## src/rtl/button_debouncer.sv

```systemverilog
// Push-button debouncer: 2-FF synchroniser, four-state stability FSM,
// registered level / press / release pulses and a one-shot long-press pulse.
module button_debouncer #(
  parameter int STABLE_CYCLES = 1_000_000,
  parameter int LONG_CYCLES   = 100_000_000
) (
  input  logic clk,
  input  logic rst_n,
  input  logic btn_in,
  output logic btn_level,
  output logic btn_pressed,
  output logic btn_released,
  output logic btn_long
);

  localparam int SW = $clog2(STABLE_CYCLES + 1);
  localparam int HW = $clog2(LONG_CYCLES + 1);
  localparam logic [SW-1:0] STAB_LAST = SW'(STABLE_CYCLES - 1);
  localparam logic [HW-1:0] HOLD_MAX  = HW'(LONG_CYCLES);
  localparam logic [HW-1:0] HOLD_PRE  = HW'((LONG_CYCLES > 0) ? LONG_CYCLES - 1 : 0);
  localparam bit            LONG_EN   = (LONG_CYCLES > 0);

  typedef enum logic [1:0] {IDLE, ARM_PRESS, PRESSED, ARM_RELEASE} state_t;

  state_t        r_state, w_state_nxt;
  logic          r_sync1, r_sync2;
  logic [SW-1:0] r_stab_cnt, w_stab_nxt;
  logic [HW-1:0] r_hold_cnt, w_hold_nxt;
  logic          w_level_nxt, w_pressed_nxt, w_released_nxt, w_long_nxt;
  logic          w_btn_s;

  assign w_btn_s = r_sync2;

  // State, counters, synchroniser and registered outputs
  always_ff @(posedge clk) begin
    if (!rst_n) begin
      r_sync1      <= 1'b0;
      r_sync2      <= 1'b0;
      r_state      <= IDLE;
      r_stab_cnt   <= '0;
      r_hold_cnt   <= '0;
      btn_level    <= 1'b0;
      btn_pressed  <= 1'b0;
      btn_released <= 1'b0;
      btn_long     <= 1'b0;
    end else begin
      r_sync1      <= btn_in;
      r_sync2      <= r_sync1;
      r_state      <= w_state_nxt;
      r_stab_cnt   <= w_stab_nxt;
      r_hold_cnt   <= w_hold_nxt;
      btn_level    <= w_level_nxt;
      btn_pressed  <= w_pressed_nxt;
      btn_released <= w_released_nxt;
      btn_long     <= w_long_nxt;
    end
  end

  // Next state and stability counter
  always_comb begin
    w_state_nxt = r_state;
    w_stab_nxt  = r_stab_cnt;
    case (r_state)
      IDLE: begin
        if (w_btn_s) begin
          w_state_nxt = ARM_PRESS;
          w_stab_nxt  = SW'(1);
        end
      end
      ARM_PRESS: begin
        if (!w_btn_s) begin
          w_state_nxt = IDLE;
          w_stab_nxt  = '0;
        end else if (r_stab_cnt == STAB_LAST) begin
          w_state_nxt = PRESSED;
          w_stab_nxt  = '0;
        end else begin
          w_stab_nxt  = r_stab_cnt + SW'(1);
        end
      end
      PRESSED: begin
        if (!w_btn_s) begin
          w_state_nxt = ARM_RELEASE;
          w_stab_nxt  = SW'(1);
        end
      end
      ARM_RELEASE: begin
        if (w_btn_s) begin
          w_state_nxt = PRESSED;
          w_stab_nxt  = '0;
        end else if (r_stab_cnt == STAB_LAST) begin
          w_state_nxt = IDLE;
          w_stab_nxt  = '0;
        end else begin
          w_stab_nxt  = r_stab_cnt + SW'(1);
        end
      end
      default: begin
        w_state_nxt = IDLE;
        w_stab_nxt  = '0;
      end
    endcase
  end

  // Next output values and hold counter (registered above, so glitch-free)
  always_comb begin
    w_level_nxt    = btn_level;
    w_pressed_nxt  = 1'b0;
    w_released_nxt = 1'b0;
    w_long_nxt     = 1'b0;
    w_hold_nxt     = r_hold_cnt;
    case (r_state)
      ARM_PRESS: begin
        if (w_btn_s && r_stab_cnt == STAB_LAST) begin
          w_level_nxt   = 1'b1;
          w_pressed_nxt = 1'b1;
          w_hold_nxt    = '0;
        end
      end
      PRESSED: begin
        // saturating hold counter; reaching HOLD_MAX happens once per press
        if (w_btn_s && LONG_EN && r_hold_cnt != HOLD_MAX) begin
          w_hold_nxt = r_hold_cnt + HW'(1);
          if (r_hold_cnt == HOLD_PRE) w_long_nxt = 1'b1;
        end
      end
      ARM_RELEASE: begin
        if (!w_btn_s && r_stab_cnt == STAB_LAST) begin
          w_level_nxt    = 1'b0;
          w_released_nxt = 1'b1;
        end
      end
      default: ;
    endcase
  end

endmodule
```

## config.mk

```make
export PLATFORM = sky130hd
export DESIGN_NAME = button_debouncer
export DESIGN_NICKNAME = d
export VERILOG_FILES = /design/src/rtl/button_debouncer.sv
export SDC_FILE = /design/constraint.sdc
export NUM_CORES = 1
export LEC_CHECK = 0
export CORE_UTILIZATION = 40
export DETAILED_ROUTE_END_ITERATION = 16
export SETUP_SLACK_MARGIN = 0.15
export SYNTH_ARGS = -nofsm -noshare
export SYNTH_HDL_FRONTEND = slang
export SYNTH_SLANG_ARGS = --single-unit
```

## constraint.sdc

```tcl
create_clock -name clk -period 2.65 [get_ports clk]
set_input_delay 0.53 -clock clk [delete_from_list [all_inputs] [get_ports clk]]
set_output_delay 0.53 -clock clk [all_outputs]
set_load 0.02 [all_outputs]
```

======== After elaboration in Yosys (flattened, before gate mapping) ========
Cells that the tools add are included.
storage, ports and cells
  register bits ........................... 55
  bits in latches ......................... 0
  memory bits (writable) .................. 0
  ROM bits ................................ 0
  input bits .............................. 3
  output and inout bits ................... 4
  word-level logic and storage cells ...... 60
  memories kept ........................... 0
operators by class
  add/sub/neg operators ................... 2
  multiply operators ...................... 0
  divide/modulo/power cells ............... 0
  magnitude comparators ................... 0
  eq/ne operators ......................... 13
  shift-type cells ........................ 0
  muxes and demuxes ....................... 22
  bitwise gates (word level) .............. 0
  reduce and logical (&&, ||, !) cells .... 14
operators by type and width
  cell                   number
  $mux 20                5
  $pmux 20 s4            1
  $mux 27                2
  $pmux 27 s2            1
  $add 27x1->27 const B  1
  $eq 27x27->1 const B   1
  $ne 27x27->1 const B   1
  $add 20x1->20 const B  1
  $eq 20x20->1 const B   1
  $mux 2                 6
  $ne 2x2->1 const B     5
  $reduce_and 3->1       3
  $pmux 2 s4             1
  $ne 3x3->1 const B     2
  $reduce_and 2->1       3
  $mux 1                 5
  $eq 2x2->1 const B     2
  $reduce_and 4->1       1
  $reduce_bool 2->1      2
  $logic_and 1x1->1      3
  $eq 2x1->1 const B     1
  $logic_not 2->1        1
  $pmux 1 s2             1
  $logic_not 1->1        1

======== Depth between registers and ports, before layout ========
Gate-level depths: netlist of the first run.
  word-level depth ........................ 4
  gate-level depth with buffers ........... 8
  mapped depth without buffers ............ 6

======== Worst setup path before layout of the first run ========
OpenSTA, ideal clock, no wires.
  path type ............................... register to register
  start point ............................. reg r_stab_cnt[0]
  end point ............................... reg r_hold_cnt[26]
  library setup time ...................... 0.060 ns
  data arrival time ....................... 1.897 ns
  data required time ...................... 2.590 ns
  setup slack ............................. 0.693 ns
  stages on the path, launching flop included .. 9
  path buffers ............................ 2
  clock period less this slack ............ 1.957 ns
  cell sequence ........................... dfxtp_1 -> ha_1 -> and4_1 -> and4_1 -> a31o_2 -> buf_6 -> buf_2 -> a2111o_1 -> nand2_1
on the way
  word-level cells in the longest chain between the ends .. 4
ends and longest elaborated chain
  element                     RTL line  source
  start: declaration          27        logic [SW-1:0] r_stab_cnt, w_stab_nxt;
  start signal: assignment    50        r_stab_cnt <= w_stab_nxt;
  $eq 20x20->1                114       if (w_btn_s && r_stab_cnt == STAB_LAST) begin
  $logic_and 1x1->1           114
  $ne 2x2->1 (no line)        -
  $reduce_and 3->1 (no line)  -
  end signal: assignment      51        r_hold_cnt <= w_hold_nxt;
  end: declaration            28        logic [HW-1:0] r_hold_cnt, w_hold_nxt;
No other way between the ends.
A chain may end at the register's enable or synchronous reset.

======== Final worst setup path of the first run ========
  start point ............................. reg r_stab_cnt[16]
  end point ............................... reg r_hold_cnt[16]
Same word-level chain as after synthesis.

==> results_dict.tcl, run 1 <==
set metrics [dict create \
    ant_nets 0 \
    clock-root-buffer "clkbuf_8" \
    overflow 0 \
    routedWlPerCell_um 14.4 \
    synth_cell_types 51 \
    synth_edf_count 0 \
    grt_start_max_net_pins 42 \
    peakVddDrop_mv 0.193 \
    synth.avg_cell_area_um2 8.21 \
    pre_cts_ws_ns 0.318 \
    pin_count 7 \
    rsz0062_at_grt "no" \
    drv_cap 0 \
    hold_buffers 0 \
    setup_tns_ns 0 \
    drv_slew 0 \
    hp-class "flop to flop" \
    worst-path-buf-inv 1 \
    end_kind "flop" \
    drt_wl_total_mm 6.91 \
    leakage_nw 1.10 \
    synth_flop_cell "dfxtp_1" \
    ys_ff_latch 55 \
    syn-cell-area_um2 3060 \
    setup_viol 0 \
    tightest_slew_ns 0.654 \
    drive_above_1_share 0.0761 \
    place.gp.congestion 0.877 \
    area_growth_syn_to_layout_pct 9.32 \
    dp_hpwl_mm 4.72 \
    fin_skew_ns 0.0101 \
    maxSlewHeadroom 0.560 \
    crit_type "flop to flop" \
    rows 31 \
    die_area_um2 8010 \
    place.port_buffers 6 \
    start_kind "flop" \
    cts_buffers 5 \
    worstPathRequired_ns 2.90 \
    clk_latency_ns 0.32 \
    synth.yosys.seq_area_share 0.360 \
    drc 0 \
    avgViaCountPerCell 5.77 \
    core-area_um2 7330 \
    diodes 0 \
    start_util 0.418 \
    synthCells 373 \
    clock-sinks 55 \
    final_common_cell "dfxtp_1" \
    grt_pass1_wl_mm 11.2 \
    fin_ws_ns 0.512 \
    final_nets 386 \
    total_power_w 0.00143 \
    cts_max_level 2 \
    path_clk_slew_ns 0.10 \
    via_count 2769 \
    die_y_um 89.5 \
    status "finished, final reports clean" \
    hold_viol 0 \
    cp_slowest_cell "dfxtp_1" \
    first_iter_violations 155 \
    critPathTopFamily "simple AND/OR/NAND/NOR gates" \
    dieWidth_um 89.5 \
    slowest_delay_ns 0.44 \
    powerDensity_nw_per_um2 426 \
    grt_pass1_vias 2344 \
    min_period_over_period 0.807 \
    dr.pass1.iters 4 \
    max_freq_mhz 468 \
    post_cts_buffers 0 \
    antenna_found_initial 0 \
    timing.critical_path.cells "nor4b_1 > and2_1 > nand4_4 > buf_4 > a2111o_1 > o21ai_0" \
    fin_crit_ns 2.14 \
    critPathMaxFanout 41 \
    worst_hold_slack_ns 0.471 \
    track_usage 0.180 \
    clock_path_buffers 2 \
    synth_fp_nets 379 \
    arrival_ns 2.39 \
    synthArstFlopShare 0 \
    cts_tree "built" \
    yosysWarnings 0 \
    cts_resized 0 \
    layout_common_cells "55 x dfxtp_1, 53 x nand2_1, 34 x nand3_1" \
]
[worst register-to-register path, stage by stage, from the launching register on]
cell	delay, ns
dfxtp_1	0.44
nor4b_1	0.38
and2_1	0.38
nand4_4	0.12
buf_4	0.29
a2111o_1	0.41
o21ai_0	0.07
[synth_stat cells, drive strengths merged (2+ instances only)]
cell type,count,share of area
buf,14,0.031
nand4,18,0.042
or2b,3,0.0074
o211a,2,0.0065
a31oi,2,0.0041
a21oi,26,0.042
and3,5,0.010
nor2,14,0.017
nand3,34,0.056
o211ai,3,0.0074
nor2b,2,0.0041
nand2b,5,0.010
dfxtp,55,0.36
nor4,5,0.017
or3,10,0.020
inv,12,0.015
a22o,2,0.0057
o21ai,20,0.033
nor3,8,0.015
ha,3,0.012
a2111o,15,0.055
nand2,53,0.065
and2,8,0.016
mux2i,11,0.036
o31a,2,0.0057
xor2,2,0.0057
and4,7,0.020
o2111ai,9,0.026
nor4b,2,0.0057
clkbuf,5,0.0061
nor3b,2,0.0049
or2,2,0.0041
[worst paths after layout]
path	startpoint	to	slack, ns	cells past startpoint
worst min-delay path	r_sync1$_SDFF_PN0_	r_sync2$_SDFF_PN0_	0.47	1
worst max register to register	r_stab_cnt[16]$_SDFFE_PN0P_	r_hold_cnt[16]$_SDFFE_PN0P_	0.51	6
worst max-delay path	r_stab_cnt[16]$_SDFFE_PN0P_	r_hold_cnt[16]$_SDFFE_PN0P_	0.51	6
worst min register to register	r_sync1$_SDFF_PN0_	r_sync2$_SDFF_PN0_	0.47	1
[kinds of logic (layout without fill, tap and decap cells)]
kind of cell    after synthesis  in the layout  share of synthesized area
simple gates                181            181                      0.323
compound gates               89             89                      0.208
flops                        55             55                      0.360
buf+inv                      31             39                     0.0523
mux                          11             11                     0.0360
fa+ha+maj                     3              3                     0.0123
xor+xnor                      3              3                    0.00858
[layout make-up]
class	count	area (um^2)
Fill cell	700	3980
Multi-Input combinational cell	287	1820
Sequential cell	55	1100
Timing Repair Buffer	19	158
Tap cell	99	124
Clock buffer	7	96.3
Inverter	12	45.0
Clock inverter	1	7.51
[layer usage]
metal  up-vias  wire (um)  global-route usage
met5         -          0                   0
met1      1300       3580               0.245
li1       1424          -                   -
met4         0         62              0.0577
met2        40       3090               0.286
met3         5        181              0.0369
[power breakdown]
| part | internal, W | switching, W | leakage, nW |
|---|---|---|---|
| clock network | 0.000239 | 0.000287 | 0.0505 |
| logic | 0.0000259 | 0.0000383 | 0.610 |
| registers | 0.000832 | 0.00000568 | 0.444 |
[stage by stage]
stage,instances,util,area (um^2)
after global placement,469,0.439,3220
after floorplan,373,-,3060
final,480,0.457,3350
after global routing,480,0.457,3350
after detailed placement,469,0.439,3220
after CTS,477,0.453,3320
[sequential cells by signal (all words and copies together), names as in the netlist, named ones only]
register / cells
btn_level: 1
btn_long: 1
btn_pressed: 1
btn_released: 1
r_hold_cnt: 27
r_stab_cnt: 20
r_state: 1
r_sync1: 1
r_sync2: 1
No activity file was read; power rests on OpenSTA's default activity.
==> inputs of run 2 (changes only) <==
clock period = 2.1 ns   (was 2.65 ns; I/O delays follow)
==> run 2 against run 1 <==
- die area stayed put
- sequential power rose by 26%
- power increased by 33%
- cell area increased by 7.7%
- fmax grew 16%
- wire length up 6.9%
- clock skew increased by 0.0021 ns
- final cell count increased by 4.4%
==> results_dict.tcl, run 2 (synthesis gave the netlist of run 1 again) <==
set metrics [dict create \
    routedWlPerCell_um 14.7 \
    top_regs "r_hold_cnt x27, r_stab_cnt x20" \
    min_period_over_period 0.878 \
    peakVddDrop_mv 0.245 \
    powerDensity_nw_per_um2 527 \
    hold_viol 0 \
    power_frac_comb 0.049 \
    rsz0062_at_grt "yes" \
    diodes 0 \
    drv_slew 0 \
    largest_register_ffs 27 \
    die_y_um 89.5 \
    reg2reg_to "r_hold_cnt[16]$_SDFFE_PN0P_" \
    core-area_um2 7330 \
    clock-sinks 55 \
    dieWidth_um 89.5 \
    drt_wl_total_mm 7.39 \
    post-place-cells 491 \
    cts_max_level 2 \
    first_iter_violations 157 \
    top_register "r_hold_cnt" \
    fin_crit_ns 1.84 \
    p_int_w 0.00148 \
    tightest_slew_ns 0.404 \
    start_util 0.418 \
    stdcell_area_um2 3610 \
    drv_cap 0 \
    hp-start "r_sync1$_SDFF_PN0_" \
    track_usage 0.194 \
    clk_latency_ns 0.32 \
    cts_buffers 5 \
    area_growth_syn_to_layout_pct 17.8 \
    fin_ws_ns 0.257 \
    hp-class "flop to flop" \
    finalCoreUtilization 0.492 \
    instances_no_fill 501 \
    pre_cts_ws_ns 0.124 \
    grt_start_max_net_pins 37 \
    avgViaCountPerCell 5.77 \
    start_kind "flop" \
    max_freq_mhz 543 \
    worstPathRequired_ns 2.34 \
    rrSetupSlack_ns 0.26 \
    final_nets 407 \
    maxSlewHeadroom 0.730 \
    ant_nets 0 \
    dp_hpwl_mm 5.03 \
    grt_pass1_wl_mm 12.0 \
    die_area_um2 8010 \
    arrival_ns 2.08 \
    startpoint "r_stab_cnt[11]$_SDFFE_PN0P_" \
    status "finished, final reports clean" \
    place.port_buffers 6 \
    drc 0 \
    p_sw_w 0.000423 \
    fin_skew_ns 0.0122 \
    reg2reg_from "r_stab_cnt[11]$_SDFFE_PN0P_" \
    overflow 0 \
    place.gp.congestion 0.857 \
    drive_above_1_share 0.159 \
    swShare 0.222 \
    final_common_cell "nand2_1" \
    cp-endpoint "r_hold_cnt[16]$_SDFFE_PN0P_" \
    p_clk_frac 0.395 \
    clock_path_buffers 2 \
    antenna_found_initial 0 \
    rows 31 \
    critPathMaxFanout 36 \
    path_clk_slew_ns 0.10 \
    grt_pass1_vias 2546 \
    dr.pass1.iters 4 \
    clock-root-buffer "clkbuf_8" \
    reg2regPathDepth 6 \
    seqPwrFrac 0.555 \
    via_count 2889 \
    place_area_um2 3410 \
    setup_viol 0 \
    end_kind "flop" \
    layout_common_cells "53 x nand2_1, 51 x dfxtp_1, 34 x nand3_1" \
    pin_count 7 \
    leakage_nw 1.25 \
    crit_type "flop to flop" \
    setup_tns_ns 0 \
    cts_tree "built" \
]
-- run 2: cell count changes in the layout (fill, tap and decap cells not counted), sizes merged --
| cell | previous run | this run |
|---|---|---|
| bufinv | 0 | 1 |
| clkbuf | 7 | 6 |
| buf | 13 | 34 |
| clkinv | 0 | 1 |
| clkinvlp | 1 | 0 |
-- run 2: final cells by class --
cell class,count,area [um^2]
multi-input combinational,287,1870
fill,699,3720
sequential,55,1110
clock buffer,6,82.6
clock inverter,2,35.0
inverter,12,45.0
timing repair buffer,40,348
tap,99,124
-- run 2: metrics by stage --
step                      hold slack (ns)  total power (W)
final                               0.448          0.00190
after global routing                0.475          0.00196
after CTS                           0.455          0.00192
after detailed placement            0.421          0.00117
after global placement              0.419          0.00117
after floorplan                     0.412          0.00113
-- run 2: power by group through the flow --
stage	registers [W]	logic, W	clock network (W)
2_1_floorplan	0.00108	0.0000486	0
3_3_place_gp	0.00108	0.0000906	0
3_5_place_dp	0.00108	0.0000930	0
4_1_cts	0.00106	0.0000932	0.000775
5_1_grt	0.00106	0.000102	0.000800
6_report	0.00106	0.0000937	0.000751
-- run 2: timing repair --
item,CTS,global route
pin swaps,0,2
resized for setup,1,15
hold buffers,0,0
buffers inserted,0,2
endpoints found under the setup margin,14,31
-- run 2: worst min-delay path by stage --
stage / cells past startpoint / endpoint / slack [ns]
2_1_floorplan: 1 / r_sync2$_SDFF_PN0_ / 0.41
3_3_place_gp: 1 / r_sync2$_SDFF_PN0_ / 0.42
3_5_place_dp: 1 / r_sync2$_SDFF_PN0_ / 0.42
4_1_cts: 1 / r_sync2$_SDFF_PN0_ / 0.45
5_1_grt: 1 / r_sync2$_SDFF_PN0_ / 0.48
6_report: 1 / r_sync2$_SDFF_PN0_ / 0.45
-- run 2: critical path: stages, from the launching register on --
cell	delay, ns
dfxtp_1	0.36
nor4b_2	0.38
and2_2	0.27
nand4_4	0.12
buf_12	0.19
a2111o_1	0.36
o21ai_0	0.07
-- run 2: routing by layer --
metal	track usage	share of wire	wire, um	vias to the layer above
met4	0.0722	0.013	95	0
met2	0.306	0.44	3280	62
met5	0	0	0	-
met1	0.268	0.51	3740	1366
li1	-	-	-	1454
met3	0.0277	0.037	272	7
==> inputs of run 3 (changes only) <==
GPL_TIMING_DRIVEN = 0   (was not set)
==> run 3 against run 2 <==
- via count grew 1.5%
- global-route usage grew 1.6 points
- sequential power barely moved
- fmax fell by 3.9%
- power is 9.6% lower
==> results_dict.tcl, run 3 (synthesis gave the netlist of run 1 again) <==
set metrics [dict create \
    grt_pass1_wl_mm 13.0 \
    start_kind "flop" \
    rsz0062_at_grt "yes" \
    fin_crit_ns 1.92 \
    hp-start "r_sync1$_SDFF_PN0_" \
    critPathMaxFanout 10 \
    avgViaCountPerCell 5.86 \
    clock-sinks 55 \
    first_iter_violations 212 \
    track_usage 0.210 \
    pin_count 7 \
    top_regs "r_hold_cnt x27, r_stab_cnt x20" \
    total_power_w 0.00172 \
    maxSlewHeadroom 0.575 \
    place.gp.congestion 0.827 \
    crit_type "flop to flop" \
    die_y_um 89.5 \
    holdPathStages 1 \
    core-area_um2 7330 \
    cts_buffers 5 \
    rows 31 \
    hold_viol 0 \
    overflow 0 \
    drive_above_1_share 0.170 \
    arrival_ns 2.17 \
    routedWlPerCell_um 15.8 \
    slowest_delay_ns 0.35 \
    cts_max_level 2 \
    cp_slowest_cell "dfxtp_2" \
    drv_cap 0 \
    grt.met3_usage 0.0295 \
    reg2reg_from "r_stab_cnt[0]$_SDFFE_PN0P_" \
    largest_register_ffs 27 \
    timing.critical_path.cells "ha_4 > and4_4 > and4_4 > a31o_2 > buf_6 > buf_8 > a2111o_1 > nand2_1" \
    ant_nets 0 \
    peakVddDrop_mv 0.274 \
    top_register "r_hold_cnt" \
    grt_pass1_vias 2634 \
    rrSetupSlack_ns 0.18 \
    dieWidth_um 89.5 \
    setup_viol 0 \
    hp-class "flop to flop" \
    layout_common_cells "53 x nand2_1, 45 x dfxtp_1, 34 x nand3_1" \
    final_common_cell "nand2_1" \
    clock_path_buffers 2 \
    clk_latency_ns 0.31 \
    path_clk_slew_ns 0.10 \
    max_freq_mhz 521 \
    fin_skew_ns 0.0113 \
    end_kind "flop" \
    clock-root-buffer "clkbuf_8" \
    worstPathRequired_ns 2.35 \
    tightest_slew_ns 0.632 \
    leakage_nw 1.25 \
    drt_wl_total_mm 7.88 \
    cts_tree "built" \
    busiest_layer "met2" \
    antenna_found_initial 0 \
    dp_hpwl_mm 5.46 \
    grt_use_met1 0.302 \
    die_area_um2 8010 \
    powerDensity_nw_per_um2 473 \
    reg2reg_to "r_hold_cnt[20]$_SDFFE_PN0P_" \
    min_period_over_period 0.914 \
    diodes 0 \
    reg2regPathDepth 8 \
    met2_usage 0.325 \
    area_growth_syn_to_layout_pct 18.6 \
    grt_start_max_net_pins 16 \
    status "finished, final reports clean" \
    drc 0 \
    start_util 0.418 \
    via_count 2931 \
    path_common_cell "and4_4" \
    place.port_buffers 6 \
    dr.pass1.iters 4 \
    post-place-cells 478 \
    drv_slew 0 \
    whs_endpoint "r_sync2$_SDFF_PN0_" \
    final_nets 408 \
    instances_no_fill 500 \
]
-- run 3: cell types whose count changed in the layout (fill, tap and decap cells not counted), sizes merged --
cell / before / now
bufinv: 1 / 0
clkbuf: 6 / 12
clkinv: 1 / 0
clkinvlp: 0 / 1
buf: 34 / 28
-- run 3: metal layers --
layer	vias to the layer above	wire, um
met4	0	33
li1	1461	-
met2	59	3650
met1	1407	3850
met5	-	0
met3	4	354
-- run 3: final cells by class --
cell class                 instances  area, um^2
clock buffer                       5        68.8
fill                             714        3700
tap                               99         124
clock inverter                     1        7.51
inverter                          12        45.0
buffer                            19         155
sequential                        55        1120
timing repair buffer              22         210
multi-input combinational        287        1900
-- run 3: timing repair --
| item | CTS | global route |
|---|---|---|
| hold buffers | 0 | 0 |
| gates cloned | 0 | 1 |
| gates resized for setup | 19 | 35 |
| setup endpoints to repair | 39 | 41 |
| setup buffers | 6 | 9 |
| pin swaps | 4 | 10 |
-- run 3: per-stage QoR --
step / setup slack [ns] / instance area (um^2) / setup TNS [ns] / util / hold WS (ns)
after detailed placement: -0.396 / 3250 / -7.35 / 0.443 / 0.426
final: 0.181 / 3630 / 0 / 0.495 / 0.444
after CTS: 0.140 / 3460 / 0 / 0.471 / 0.449
after floorplan: 0.182 / 3060 / 0 / - / 0.412
after global placement: -0.396 / 3250 / -7.61 / 0.443 / 0.417
after global routing: 0.0833 / 3630 / 0 / 0.495 / 0.458
-- run 3: how the worst max path moves through the flow --
stage,start,endpoint,slack [ns]
5_1_grt,r_hold_cnt[3]$_SDFFE_PN0P_,r_hold_cnt[25]$_SDFFE_PN0P_,0.08
2_1_floorplan,r_stab_cnt[0]$_SDFFE_PN0P_,r_hold_cnt[26]$_SDFFE_PN0P_,0.18
6_report,r_stab_cnt[0]$_SDFFE_PN0P_,r_hold_cnt[20]$_SDFFE_PN0P_,0.18
3_3_place_gp,rst_n,r_hold_cnt[11]$_SDFFE_PN0P_,-0.40
3_5_place_dp,rst_n,r_hold_cnt[19]$_SDFFE_PN0P_,-0.40
4_1_cts,rst_n,r_hold_cnt[13]$_SDFFE_PN0P_,0.14
-- run 3: power breakdown --
part	switching [W]	internal [W]	total, W
Sequential	0.00000664	0.00105	0.00106
Combinational	0.0000539	0.0000389	0.0000928
Clock	0.000347	0.000223	0.000570
Total	0.000407	0.00131	0.00172
-- run 3: worst max-delay path, delay by kind of cell, from the launching register on --
family	cells	cell delay [ns]
adders and majority gates	1	0.17
and+or+nand+nor	3	0.48
DFF	1	0.35
buffers and inverters	2	0.28
AOI/OAI and AO/OA	2	0.57
